$ cat config.mk
export PLATFORM = sky130hd
export DESIGN_NAME = cpu_display_driver
export DESIGN_NICKNAME = d
export VERILOG_FILES = /design/src/rtl/cpu_display_driver.sv
export SDC_FILE = /design/constraint.sdc
export NUM_CORES = 1
export LEC_CHECK = 0
export CAP_MARGIN = 20
export CORE_ASPECT_RATIO = 1.5
export CORE_MARGIN = 4
export CORE_UTILIZATION = 41
export DETAILED_ROUTE_END_ITERATION = 10
export MAX_ROUTING_LAYER = met4
export PLACE_DENSITY = 0.87
export SYNTH_ARGS = -nofsm -noshare
export SYNTH_HDL_FRONTEND = slang
export SYNTH_SLANG_ARGS = --single-unit
$ cat constraint.sdc
create_clock -name CLK -period 4.8 [get_ports CLK]
set_input_delay 0.72 -clock CLK [delete_from_list [all_inputs] [get_ports CLK]]
set_output_delay 0.72 -clock CLK [all_outputs]
set_load 0.05 [all_outputs]
$ cat src/rtl/cpu_display_driver.sv
// cpu_display_driver: scans a snapshotted CPU debug value pair onto a 4-digit
// seven-segment display and debounces the manual step button into the CPU clock.
module cpu_display_driver #(
  parameter int SCAN_DIV     = 100000,
  parameter int DEBOUNCE_CNT = 1000000
) (
  input  logic        CLK,
  input  logic        Reset,
  input  logic [1:0]  view_sel,
  input  logic        btn_raw,
  input  logic [31:0] IF_InsAddr,
  input  logic [31:0] IF_nextPC,
  input  logic [4:0]  ID_rs,
  input  logic [4:0]  ID_rt,
  input  logic [31:0] EXE_updateDataA,
  input  logic [31:0] EXE_updateDataB,
  input  logic [31:0] EXE_ALUData,
  input  logic [31:0] WB_DBData,
  output logic [3:0]  an,
  output logic [7:0]  seg,
  output logic        step_level,
  output logic        step_pulse
);
  localparam int SW = $clog2(SCAN_DIV);
  localparam int DW = $clog2(DEBOUNCE_CNT);
  logic [SW-1:0] scan_q, scan_d;
  logic [1:0]    idx_q, idx_d;
  logic [15:0]   snap_q, snap_d;
  logic [3:0]    an_q, an_d;
  logic [7:0]    seg_q, seg_d;
  logic          sync1_q, sync2_q;
  logic [DW-1:0] deb_q, deb_d;
  logic          level_q, level_d, level_prev_q, pulse_q;
  logic          wrap, mismatch, deb_done;
  logic [7:0]    a_sel, b_sel;
  logic [3:0]    nib;
  logic          unused_bits;
  assign unused_bits = ^{IF_InsAddr[31:8], IF_nextPC[31:8], EXE_updateDataA[31:8],
                         EXE_updateDataB[31:8], EXE_ALUData[31:8], WB_DBData[31:8]};
  function automatic logic [7:0] hex7(input logic [3:0] n);
    case (n)
      4'h0: hex7 = 8'hC0;
      4'h1: hex7 = 8'hF9;
      4'h2: hex7 = 8'hA4;
      4'h3: hex7 = 8'hB0;
      4'h4: hex7 = 8'h99;
      4'h5: hex7 = 8'h92;
      4'h6: hex7 = 8'h82;
      4'h7: hex7 = 8'hF8;
      4'h8: hex7 = 8'h80;
      4'h9: hex7 = 8'h90;
      4'hA: hex7 = 8'h88;
      4'hB: hex7 = 8'h83;
      4'hC: hex7 = 8'hC6;
      4'hD: hex7 = 8'hA1;
      4'hE: hex7 = 8'h86;
      default: hex7 = 8'h8E;
    endcase
  endfunction
  always_comb begin
    a_sel    = view_sel == 2'd0 ? IF_InsAddr[7:0] :
               view_sel == 2'd1 ? {3'b000, ID_rs} :
               view_sel == 2'd2 ? {3'b000, ID_rt} : EXE_ALUData[7:0];
    b_sel    = view_sel == 2'd0 ? IF_nextPC[7:0] :
               view_sel == 2'd1 ? EXE_updateDataA[7:0] :
               view_sel == 2'd2 ? EXE_updateDataB[7:0] : WB_DBData[7:0];
    wrap     = scan_q == SW'(SCAN_DIV - 1);
    scan_d   = wrap ? '0 : scan_q + 1'b1;
    idx_d    = wrap ? idx_q + 2'd1 : idx_q;
    // Snapshot only at frame start so a frame never mixes old and new values
    snap_d   = (scan_q == '0 && idx_q == 2'd0) ? {a_sel, b_sel} : snap_q;
    nib      = snap_q[{idx_q, 2'b00} +: 4];
    an_d     = ~(4'b0001 << idx_q);
    seg_d    = hex7(nib);
    mismatch = sync2_q != level_q;
    deb_done = mismatch && deb_q == DW'(DEBOUNCE_CNT - 1);
    deb_d    = (!mismatch || deb_done) ? '0 : deb_q + 1'b1;
    level_d  = deb_done ? ~level_q : level_q;
  end
  always_ff @(posedge CLK or negedge Reset) begin
    if (!Reset) begin
      scan_q       <= '0;
      idx_q        <= '0;
      snap_q       <= '0;
      an_q         <= 4'hF;
      seg_q        <= 8'hFF;
      sync1_q      <= 1'b0;
      sync2_q      <= 1'b0;
      deb_q        <= '0;
      level_q      <= 1'b0;
      level_prev_q <= 1'b0;
      pulse_q      <= 1'b0;
    end else begin
      scan_q       <= scan_d;
      idx_q        <= idx_d;
      snap_q       <= snap_d;
      an_q         <= an_d;
      seg_q        <= seg_d;
      sync1_q      <= btn_raw;
      sync2_q      <= sync1_q;
      deb_q        <= deb_d;
      level_q      <= level_d;
      level_prev_q <= level_q;
      pulse_q      <= level_q & ~level_prev_q;
    end
  end
  assign an         = an_q;
  assign seg        = seg_q;
  assign step_level = level_q;
  assign step_pulse = pulse_q;
endmodule

Word-level counts from Yosys, hierarchy flattened
Memory sizes are Yosys's and may differ from the RTL's. A register that Yosys moved wholly into a read port is not among the register bits.
Cells that the tools add are included.
{ "classes": {"bitwise": 4, "n_eq_ne": 5, "shifts": 2, "add_sub_neg": 3, "reduce_logical": 8, "mux": 8} }
{ "ops": {"columns": ["op", "n"], "rows": [
  ["$mux W8", 6],
  ["$add A20 B1 Y20 const B", 1],
  ["$eq A20 B20 Y1 const B", 1],
  ["$mux W20", 1],
  ["$add A17 B1 Y17 const B", 1],
  ["$eq A17 B17 Y1 const B", 1],
  ["$logic_not A17 Y1", 1],
  ["$mux W17", 1],
  ["$shiftx A16 B5 Y4", 1],
  ["$logic_not A2 Y1", 2],
  ["$not A4 Y4", 1],
  ["$shl A1 B2 Y4 const A", 1],
  ["$add A2 B1 Y2 const B", 1],
  ["$eq A2 B1 Y1 const B", 1],
  ["$eq A2 B2 Y1 const B", 1],
  ["$logic_and A1 B1 Y1", 2],
  ["$logic_not A1 Y1", 2],
  ["$not A1 Y1", 2],
  ["$and A1 B1 Y1", 1],
  ["$logic_or A1 B1 Y1", 1],
  ["$ne A1 B1 Y1", 1]
]} }
{ "totals": {"regBits": 72, "output_inout_bits": 14, "elab_cells": 42, "input_bits": 207, "romBits": 112, "n_memories": 1} }
{ "mem_list": {"columns": ["memory", "words", "word_bits", "read_ports", "rd_clocked_by_memory_dff", "wr", "line_no", "source"], "rows": [
  ["(no name shown)", 16, 7, 1, 1, 0, "41", "case (n)"]
]} }

Logic depth before layout (Yosys ltp)
Gate-level depths: netlist (run 1).
{ "depth": {"depth_word": 4, "mapped_depth": 8, "ltp_nobuf": 6} }

Worst setup path before layout (run 1)
No wires, ideal clock.
{ "synth_timing": {"kind": "register to register", "from": "reg idx_q[0]", "to": "reg snap_q[0]", "period_less_slack_ps": 2246, "required_time_ps": 4675, "arrival_time_ps": 2121, "path_buffers": 2, "path_slack_ps": 2554, "setup_time_ps": 125, "path_stages_with_launch": 9, "cell_sequence": "dfrtp_1 -> clkbuf_1 -> inv_1 -> ha_1 -> nor4b_1 -> nand4_1 -> nor2_1 -> buf_2 -> mux2_2"} }
{ "synth_via": {"elab_chain_len": 2} }
{ "synth_lines": {"columns": ["item", "line_no", "source"], "rows": [
  ["start, declared", "27", "logic [1:0] idx_q, idx_d;"],
  ["start signal, assigned", "95", "idx_q <= idx_d;"],
  ["$logic_not A2 Y1", "71", "snap_d = (scan_q == '0 && idx_q == 2'd0) ? {a_sel, b_sel} : snap_q;"],
  ["$logic_and A1 B1 Y1", "71", null],
  ["end signal, assigned", "96", "snap_q <= snap_d;"],
  ["end, declared", "28", "logic [15:0] snap_q, snap_d;"]
]} }
Every way passes these cells.
A chain may end at the register's enable or synchronous reset.

Worst setup path in the final report (run 1)
{ "layout_timing": {"from": "in view_sel[0]", "to": "reg snap_q[3]"} }
{ "layout_via": {"elab_chain_len": 4, "elab_cells_between_ends": 6, "cone_classes": "eq/ne (2); mux (3); reduce/logical (1)"} }
{ "layout_lines": {"columns": ["item", "line_no", "source"], "rows": [
  ["start, declared", "9", "input logic [1:0] view_sel,"],
  ["$eq A2 B2 Y1", "66", "view_sel == 2'd2 ? EXE_updateDataB[7:0] : WB_DBData[7:0];"],
  ["$mux W8", "66", null],
  ["$mux W8", "65", "view_sel == 2'd1 ? EXE_updateDataA[7:0] :"],
  ["$mux W8 (*)", "64", "b_sel = view_sel == 2'd0 ? IF_nextPC[7:0] :"]
]} }
Mark *: on every way between the ends. The rest lies on a longest branch, timed or not.

==> results of run 1 <==
==> metal layers <==
metal | vias up | part of all wire, %
met4 | 0 | 2.3
li1 | 1286 | -
met3 | 16 | 6.0
met1 | 1358 | 40
met2 | 116 | 52
met5 | - | 0
==> layout make-up <==
class	instances	area, µm²	share of cell area (%)
Tap cell	110	138	2.82
Inverter	17	63.8	1.31
Sequential cell	71	1790	36.7
Clock inverter	4	70.1	1.44
Clock buffer	12	246	5.06
Multi-Input combinational cell	217	1790	36.7
Timing Repair Buffer	79	776	15.9
==> flip-flops by register name, summed over array words and instances (netlist names) <==
register	flops
sync2_q	1
an	4
step_pulse	1
idx_q	2
level_prev_q	1
step_level	1
seg	7
snap_q	16
deb_q	20
sync1_q	1
scan_q	17
==> cell families (layout without fill, tap and decap cells) <==
family	count (synthesis)	count (layout)	synth area share (%)
AND/OR/NAND/NOR	109	109	15.7
flip-flops	71	71	48.5
multiplexers	37	37	16.5
AO/OA/AOI/OAI	29	29	5.02
buffers and inverters	29	112	3.19
XOR/XNOR	28	28	6.64
adder cells (fa/ha/maj)	13	13	4.41
other	1	1	0.102
==> Yosys cell counts, types with 2 or more instances <==
master    count
nand4b_1      3
or3_1         3
xnor2_1      21
dfstp_2      11
nand4_1      12
clkbuf_1      7
nor2_1       29
buf_2         4
dfrtp_1      60
mux4_2       17
nor4_1        6
o21ai_0       8
o21a_1        3
nand2_1      22
xor2_1        7
or4_1         3
a21oi_1       8
mux2_2       20
a22o_1        4
nor2b_1       4
inv_1        17
o31ai_1       3
and2_1        3
and3_1        3
ha_1         13
nor3_1        9
and4_1        2
nand3_1       5
==> per-stage QoR <==
| step | cell area, µm² | setup slack (ns) |
|---|---|---|
| final | 4870 | 2.33 |
| after global routing | 4870 | 2.16 |
| after CTS | 4870 | 2.28 |
| after detailed placement | 4560 | 1.93 |
| after global placement | 4560 | 1.97 |
| after floorplan | 3690 | 2.55 |
==> final timing paths <==
check                             end  slack (ns)  cells past startpoint
setup / recovery            snap_q[3]        2.33                      3
hold / removal                sync2_q        0.37                      0
setup reg to reg           snap_q[13]        2.66                      7
hold reg to reg               sync2_q        0.37                      0
max in group asynchronous       an[0]        3.33                      2
min in group asynchronous   snap_q[1]        0.52                      1
==> where the power goes <==
part	internal, mW	switching (mW)
logic	0.110	0.101
clock network	0.467	0.236
registers	0.632	0.0111
==> results_dict.tcl, run 1 <==
set metrics [dict create \
    io-pin-count 221 \
    clk_path_buf_depth 2 \
    maxCapViolCount 0 \
    drc 0 \
    setup-violations-final 0 \
    utilization_pct 55.2 \
    cpMaxStageDelayCell "clkdlybuf4s50_1" \
    core-area_um2 8830 \
    worstMarginPinSlew_ns 0.902 \
    slew_headroom_pct 39.7 \
    fin_nets 615 \
    fillCellCount 706 \
    syn_nets 537 \
    status "complete, no violations" \
    path_buf_inv 1 \
    stdcell_count 510 \
    layout_common_cells "74 x clkdlybuf4s50_1, 60 x dfrtp_1, 29 x nor2_1" \
    ys_ff_latch 71 \
    crit_chain "clkdlybuf4s50_1, mux4_2, mux2_2" \
    drt-pass1-iter-count 4 \
    fmax_ghz 0.405 \
    vias 2776 \
    gr-usage-all-layers_pct 17.3 \
    n_antenna_cell 0 \
    htreeDepth 3 \
    detail_route.iter0.violations 127 \
    grt_overflow_total 0 \
    ir_drop_v 0.000230 \
    antenna_found_initial 0 \
    p_per_area_nw_per_um2 319 \
    worstSetupStartpoint "view_sel[0]" \
    wl_per_cell_um 16.3 \
    die_w_um 85.5 \
    arrival_ns 2.68 \
    post-route-period-util_pct 51.5 \
    grt_max_degree 42 \
    netlist_area_um2 3690 \
    hold_start "sync1_q" \
    vias_per_cell 5.44 \
    end_kind "flip-flop" \
    synth_area_per_cell_um2 11.6 \
    hpwl_um 6170 \
    std_cell_rows 42 \
    synthDistinctLibCells 38 \
    hold_violations 0 \
    fin_worst_skew_ns 0.00660 \
    cts_tree "done" \
    grt_first_pass_wirelength_um 14100 \
    min_path_type "reg -> reg" \
    met1_usage_pct 20.5 \
    grtUsageMet2_pct 27.7 \
    area_growth_pct 32.0 \
    synth_largest_area_cell "dfrtp_1" \
    tns_ns 0 \
    path_clk_slew_ns 0.06 \
    crit_fanout 15 \
    postCtsSetupRepairBufs 0 \
    reg2reg_from "idx_q[0]" \
    postRouteWirelength_um 8320 \
    synth_async_sr_flop_share_pct 100 \
    layout_commonest_cell "clkdlybuf4s50_1" \
    start_util_pct 41.8 \
    start_kind "primary input" \
    total_power_mw 1.56 \
    synth_flop_cell "dfrtp_1" \
    port_buffers 75 \
    synth_cells 317 \
    placedCellCount 494 \
    met3_usage_pct 4.05 \
    busiest_layer "met2" \
    leakagePower_nw 1.97 \
    insertion_delay_ns 0.33 \
    synth.top_cell.area_share_pct 40.7 \
    dieHeight_um 124 \
    fin_crit_ns 2.47 \
    cp_top_family "buffers and inverters" \
    yosysWarnings 0 \
    grt_pass1_vias 3029 \
    ctsResizeCount 0 \
    critPathRequiredTime_ns 5.01 \
    clock_sinks 71 \
    drv_slew 0 \
    worst_path_largest_cell_delay_ns 1.06 \
    gp_routability_congestion 0.887 \
    ys_top_cells_by_area "dfrtp_1 41%, mux4_2 10%, dfstp_2 7.8%" \
    cts_buffers 9 \
    dieArea_um2 10600 \
    seq_area_frac_synth_pct 48.5 \
    cts_hold_buffers 0 \
    synth-edff-count 0 \
    critical_path_class "in -> reg" \
    hold_ws_ns 0.369 \
    ant_nets 0 \
    rsz0062_at_grt "no" \
    root_buffer "clkbuf_16" \
    layout-drive-gt1-share_pct 17.8 \
]
Note: power is estimated with default switching activity, not from simulation.
==> run 2: changes to the inputs <==
CORE_UTILIZATION = 34   (was 41)
PLACE_DENSITY = 0.77   (was 0.87)
clock period = 2 ns   (was 4.8 ns; I/O delays follow)
==> results_dict.tcl, run 2 (synthesis results as in run 1) <==
set metrics [dict create \
    status "finished, violations left" \
    violations "hold timing" \
    n_antenna_cell 0 \
    grt_max_degree 72 \
    busiest_layer "met2" \
    arrival_ns 1.62 \
    hpwl_um 6150 \
    critical_path_class "reg -> out" \
    hold_violations 13 \
    crit_fanout 1 \
    clock_sinks 71 \
    io-pin-count 221 \
    p_per_area_nw_per_um2 712 \
    post-route-period-util_pct 96.0 \
    detail_route.iter0.violations 80 \
    ir_drop_v 0.000397 \
    ant_nets 0 \
    fin_nets 627 \
    worstMarginPinSlew_ns 0.497 \
    hold_ws_ns -0.0244 \
    ff2ff_path_depth 4 \
    htreeDepth 3 \
    layout-drive-gt1-share_pct 22.6 \
    clk_path_buf_depth 2 \
    fin_worst_skew_ns 0.00565 \
    layout_commonest_cell "clkdlybuf4s50_1" \
    grt_pass1_vias 2993 \
    root_buffer "clkbuf_16" \
    vias_per_cell 4.97 \
    drv_slew 0 \
    timing.rr.end "deb_q[18]" \
    cts_buffers 9 \
    setup-violations-final 0 \
    core-area_um2 10600 \
    top_regs "deb_q: 20 flops, scan_q: 17 flops, snap_q: 16 flops" \
    postRouteWirelength_um 8110 \
    end_kind "output port" \
    antenna_found_initial 0 \
    gr-usage-all-layers_pct 14.7 \
    utilization_pct 47.4 \
    drc 0 \
    critPathRequiredTime_ns 1.70 \
    placedCellCount 540 \
    insertion_delay_ns 0.32 \
    cpMaxStageDelayCell "clkdlybuf4s50_1" \
    dieArea_um2 12600 \
    met1_usage_pct 17.5 \
    crit_chain "clkdlybuf4s50_1" \
    min_path_type "in -> async" \
    cp_top_family "buffers and inverters" \
    worst_path_largest_cell_delay_ns 0.79 \
    stdcell_count 555 \
    fmax_ghz 0.521 \
    multi_input_area_um2 1800 \
    slew_headroom_pct 66.8 \
    cts_tree "done" \
    std_cell_rows 46 \
    wl_per_cell_um 14.6 \
    die_w_um 93.1 \
    dieHeight_um 136 \
    fillCellCount 934 \
    path_clk_slew_ns 0.05 \
    area_growth_pct 36.0 \
    grt_first_pass_wirelength_um 14200 \
    rsz0062_at_grt "no" \
    met3_usage_pct 2.56 \
    start_kind "flip-flop" \
    start_util_pct 34.9 \
    gp_routability_congestion 0.853 \
    ff2ff_setup_slack_ns 0.10 \
    grt_overflow_total 0 \
    path_buf_inv 1 \
    layout_common_cells "69 x clkdlybuf4s50_1, 59 x dfrtp_1, 28 x nor2_1" \
    grtUsageMet2_pct 24.9 \
    drt-pass1-iter-count 4 \
    tns_ns 0 \
    fin_crit_ns 1.92 \
    top_register "deb_q" \
    largest_register_ff_count 20 \
    leakagePower_nw 2.02 \
    reg2reg_from "deb_q[3]" \
    maxCapViolCount 0 \
    port_buffers 75 \
    vias 2760 \
    seq_area_um2 1790 \
]
==> run 2: cell types whose count changed in the layout (fill, tap and decap cells not counted), sizes merged <==
cell           before  now
clkdlybuf4s50      74   69
buf                 5   22
bufinv              2    0
clkinv              2    0
clkbuf             12   15
==> run 2: power breakdown <==
part           switching [mW]  internal [mW]  leakage, nW
registers              0.0265           1.52        0.897
clock network           0.544          0.969        0.142
logic                   0.244          0.272        0.985
==> run 2: per-layer routing <==
| layer | vias up | share of wire (%) | wire length (µm) |
|---|---|---|---|
| met3 | 9 | 4.5 | 362 |
| met5 | - | 0 | 0 |
| li1 | 1310 | - | - |
| met2 | 77 | 52 | 4200 |
| met4 | 0 | 1.7 | 134 |
| met1 | 1364 | 42 | 3410 |
==> run 2: how the worst max path moves through the flow <==
stage                     slack [ns]  cells past startpoint     start   endpoint
after global routing            0.01                      4  deb_q[3]  deb_q[18]
after global placement          0.04                      5  deb_q[0]  deb_q[18]
after floorplan                 0.02                      8  idx_q[0]  snap_q[0]
final                           0.08                      1    seg[2]     seg[2]
after detailed placement       -0.05                      5  deb_q[0]  deb_q[18]
after CTS                       0.02                      5  deb_q[0]  deb_q[18]
==> run 2: repair_timing <==
| action | 4_1_cts | 5_1_grt |
|---|---|---|
| pin swaps | 0 | 1 |
| setup endpoints to repair | 1 | 3 |
| resized for setup | 1 | 3 |
| hold buffers | 0 | 0 |
| buffers inserted | 0 | 0 |
| cloned | 0 | 0 |
==> run 2: cell type report <==
cell class / instances / area share (%)
tap: 144 / 3.59
inverter: 17 / 1.27
sequential: 71 / 35.7
timing repair buffer: 91 / 17.8
multi-input combinational: 217 / 36.0
clock buffer: 15 / 5.73
==> run 2: through the flow <==
step	cell area, µm²	setup WS, ns	power, mW
floorplan	3710	0.0201	1.84
global placement	4720	0.0357	2.07
detailed placement	4720	-0.0499	2.08
CTS	5010	0.0178	3.60
global route	5020	0.0112	3.71
finish	5020	0.0794	3.57
==> run 3: changes to the inputs <==
CORE_ASPECT_RATIO = unset   (was 1.5)
CORE_UTILIZATION = 38   (was 34)
PLACE_DENSITY = 0.81   (was 0.77)
clock period = 1.9 ns   (was 2 ns; I/O delays follow)
==> results_dict.tcl, run 3 (synthesis results as in run 1) <==
set metrics [dict create \
    fin_ws_ns 0.0287 \
    layout_commonest_cell "clkdlybuf4s50_1" \
    utilization_pct 54.8 \
    io-pin-count 221 \
    p_per_area_nw_per_um2 689 \
    fin_worst_skew_ns 0.0102 \
    port_buffers 75 \
    cts_tree "done" \
    rsz0062_at_grt "yes" \
    drt-pass1-iter-count 4 \
    ant_nets 0 \
    fin_nets 639 \
    place_ws_ns -0.0218 \
    internal_power_mw 2.66 \
    post_dp_cell_area_um2 4750 \
    start_util_pct 39.6 \
    die_w_um 107 \
    power.share.sequential_pct 46.2 \
    clock_sinks 71 \
    gr-usage-all-layers_pct 15.2 \
    hold_violations 0 \
    path_clk_slew_ns 0.08 \
    largest_register_ff_count 20 \
    status "complete, no violations" \
    switchingPower_uw 865 \
    ir_drop_v 0.000335 \
    grt_overflow_total 0 \
    fillCellCount 803 \
    top_regs "deb_q: 20 flops, scan_q: 17 flops, snap_q: 16 flops" \
    post-route-period-util_pct 98.5 \
    critical_path_class "reg -> reg" \
    tns_ns 0 \
    vias 2817 \
    dieArea_um2 11400 \
    stdcell_count 553 \
    leakagePower_nw 2.10 \
    start_kind "flip-flop" \
    setup-violations-final 0 \
    crit_fanout 8 \
    swShare_pct 24.5 \
    finalInstanceArea_um2 5120 \
    grt_max_degree 72 \
    root_buffer "clkbuf_8" \
    htreeDepth 3 \
    cts_buffers 9 \
    layout_common_cells "62 x clkdlybuf4s50_1, 58 x dfrtp_1, 32 x buf_4" \
    fin_crit_ns 1.87 \
    placedCellCount 530 \
    wl_per_cell_um 15.6 \
    postRouteWirelength_um 8650 \
    seq_area_um2 1790 \
    drv_slew 0 \
    p_clk_share_pct 37.7 \
    grt_first_pass_wirelength_um 13300 \
    maxCapViolCount 0 \
    std_cell_rows 35 \
    layout-drive-gt1-share_pct 28.1 \
    dieHeight_um 107 \
    pwr-share-comb_pct 16.1 \
    gp_routability_congestion 0.829 \
    arrival_ns 2.10 \
    area_growth_pct 38.6 \
    n_antenna_cell 0 \
    drc 0 \
    detail_route.iter0.violations 148 \
    fmax_ghz 0.534 \
    min_path_type "reg -> reg" \
    ff2ff_setup_slack_ns 0.03 \
    critPathRequiredTime_ns 2.13 \
    hpwl_um 6150 \
    core-area_um2 9330 \
    grt_pass1_vias 2848 \
    clk_path_buf_depth 2 \
    antenna_found_initial 0 \
    vias_per_cell 5.09 \
    top_register "deb_q" \
    multi_input_area_um2 1880 \
    end_kind "flip-flop" \
    insertion_delay_ns 0.34 \
]
run 3: cell count changes in the layout (fill, tap and decap cells not counted), moves of 3 or more:
cell / previous run / this run
buf_4: 18 / 32
clkinv_2: 0 / 3
clkdlybuf4s50_1: 69 / 62
clkbuf_16: 9 / 1
clkbuf_8: 4 / 10
run 3: cell type report:
cell class | instances | share of cell area [%]
sequential | 71 | 35.0
inverter | 17 | 1.35
clock inverter | 6 | 1.64
tap | 129 | 3.15
timing repair buffer | 102 | 19.3
multi-input combinational | 218 | 36.8
clock buffer | 10 | 2.69
run 3: final timing paths:
kind,to,startpoint,cells past startpoint
setup / recovery,snap_q[7],idx_q[0],7
hold / removal,sync2_q,sync1_q,0
setup reg to reg,snap_q[7],idx_q[0],7
hold reg to reg,sync2_q,sync1_q,0
max in group asynchronous,an[0],Reset,3
min in group asynchronous,deb_q[15],Reset,3
run 3: repair_timing:
item	4_1_cts	5_1_grt
pin swaps	0	4
setup endpoints to repair	24	34
gates cloned	0	2
setup buffers	0	4
hold endpoints to repair	60	0
hold buffers	1	0
resized for setup	4	11
run 3: power by group through the flow:
stage / logic (mW) / registers [mW] / clock network, mW
final: 0.568 / 1.63 / 1.33
after CTS: 0.558 / 1.62 / 1.37
after floorplan: 0.199 / 1.74 / 0
after detailed placement: 0.549 / 1.65 / 0
after global routing: 0.606 / 1.64 / 1.43
after global placement: 0.534 / 1.65 / 0
run 3: per-layer routing:
| layer | wire [µm] | global-route usage [%] | vias up |
|---|---|---|---|
| met5 | 0 | - | - |
| met4 | 131 | 5.57 | 0 |
| met3 | 440 | 2.85 | 12 |
| met2 | 4290 | 25.2 | 84 |
| met1 | 3790 | 18.6 | 1382 |
| li1 | - | - | 1339 |
run 3: per-stage QoR:
stage	power [mW]	hold WS [ns]
4_1_cts	3.55	0.356
6_report	3.53	0.354
5_1_grt	3.67	0.370
3_3_place_gp	2.18	0.334
2_1_floorplan	1.94	-0.0106
3_5_place_dp	2.20	0.335
run 3: worst max-delay path: stages (launching register included):
cell,delay [ns]
dfrtp_2,0.48
inv_4,0.09
ha_4,0.13
nor4b_4,0.18
nand4_1,0.16
nor2_4,0.19
clkbuf_16,0.19
mux2_2,0.33
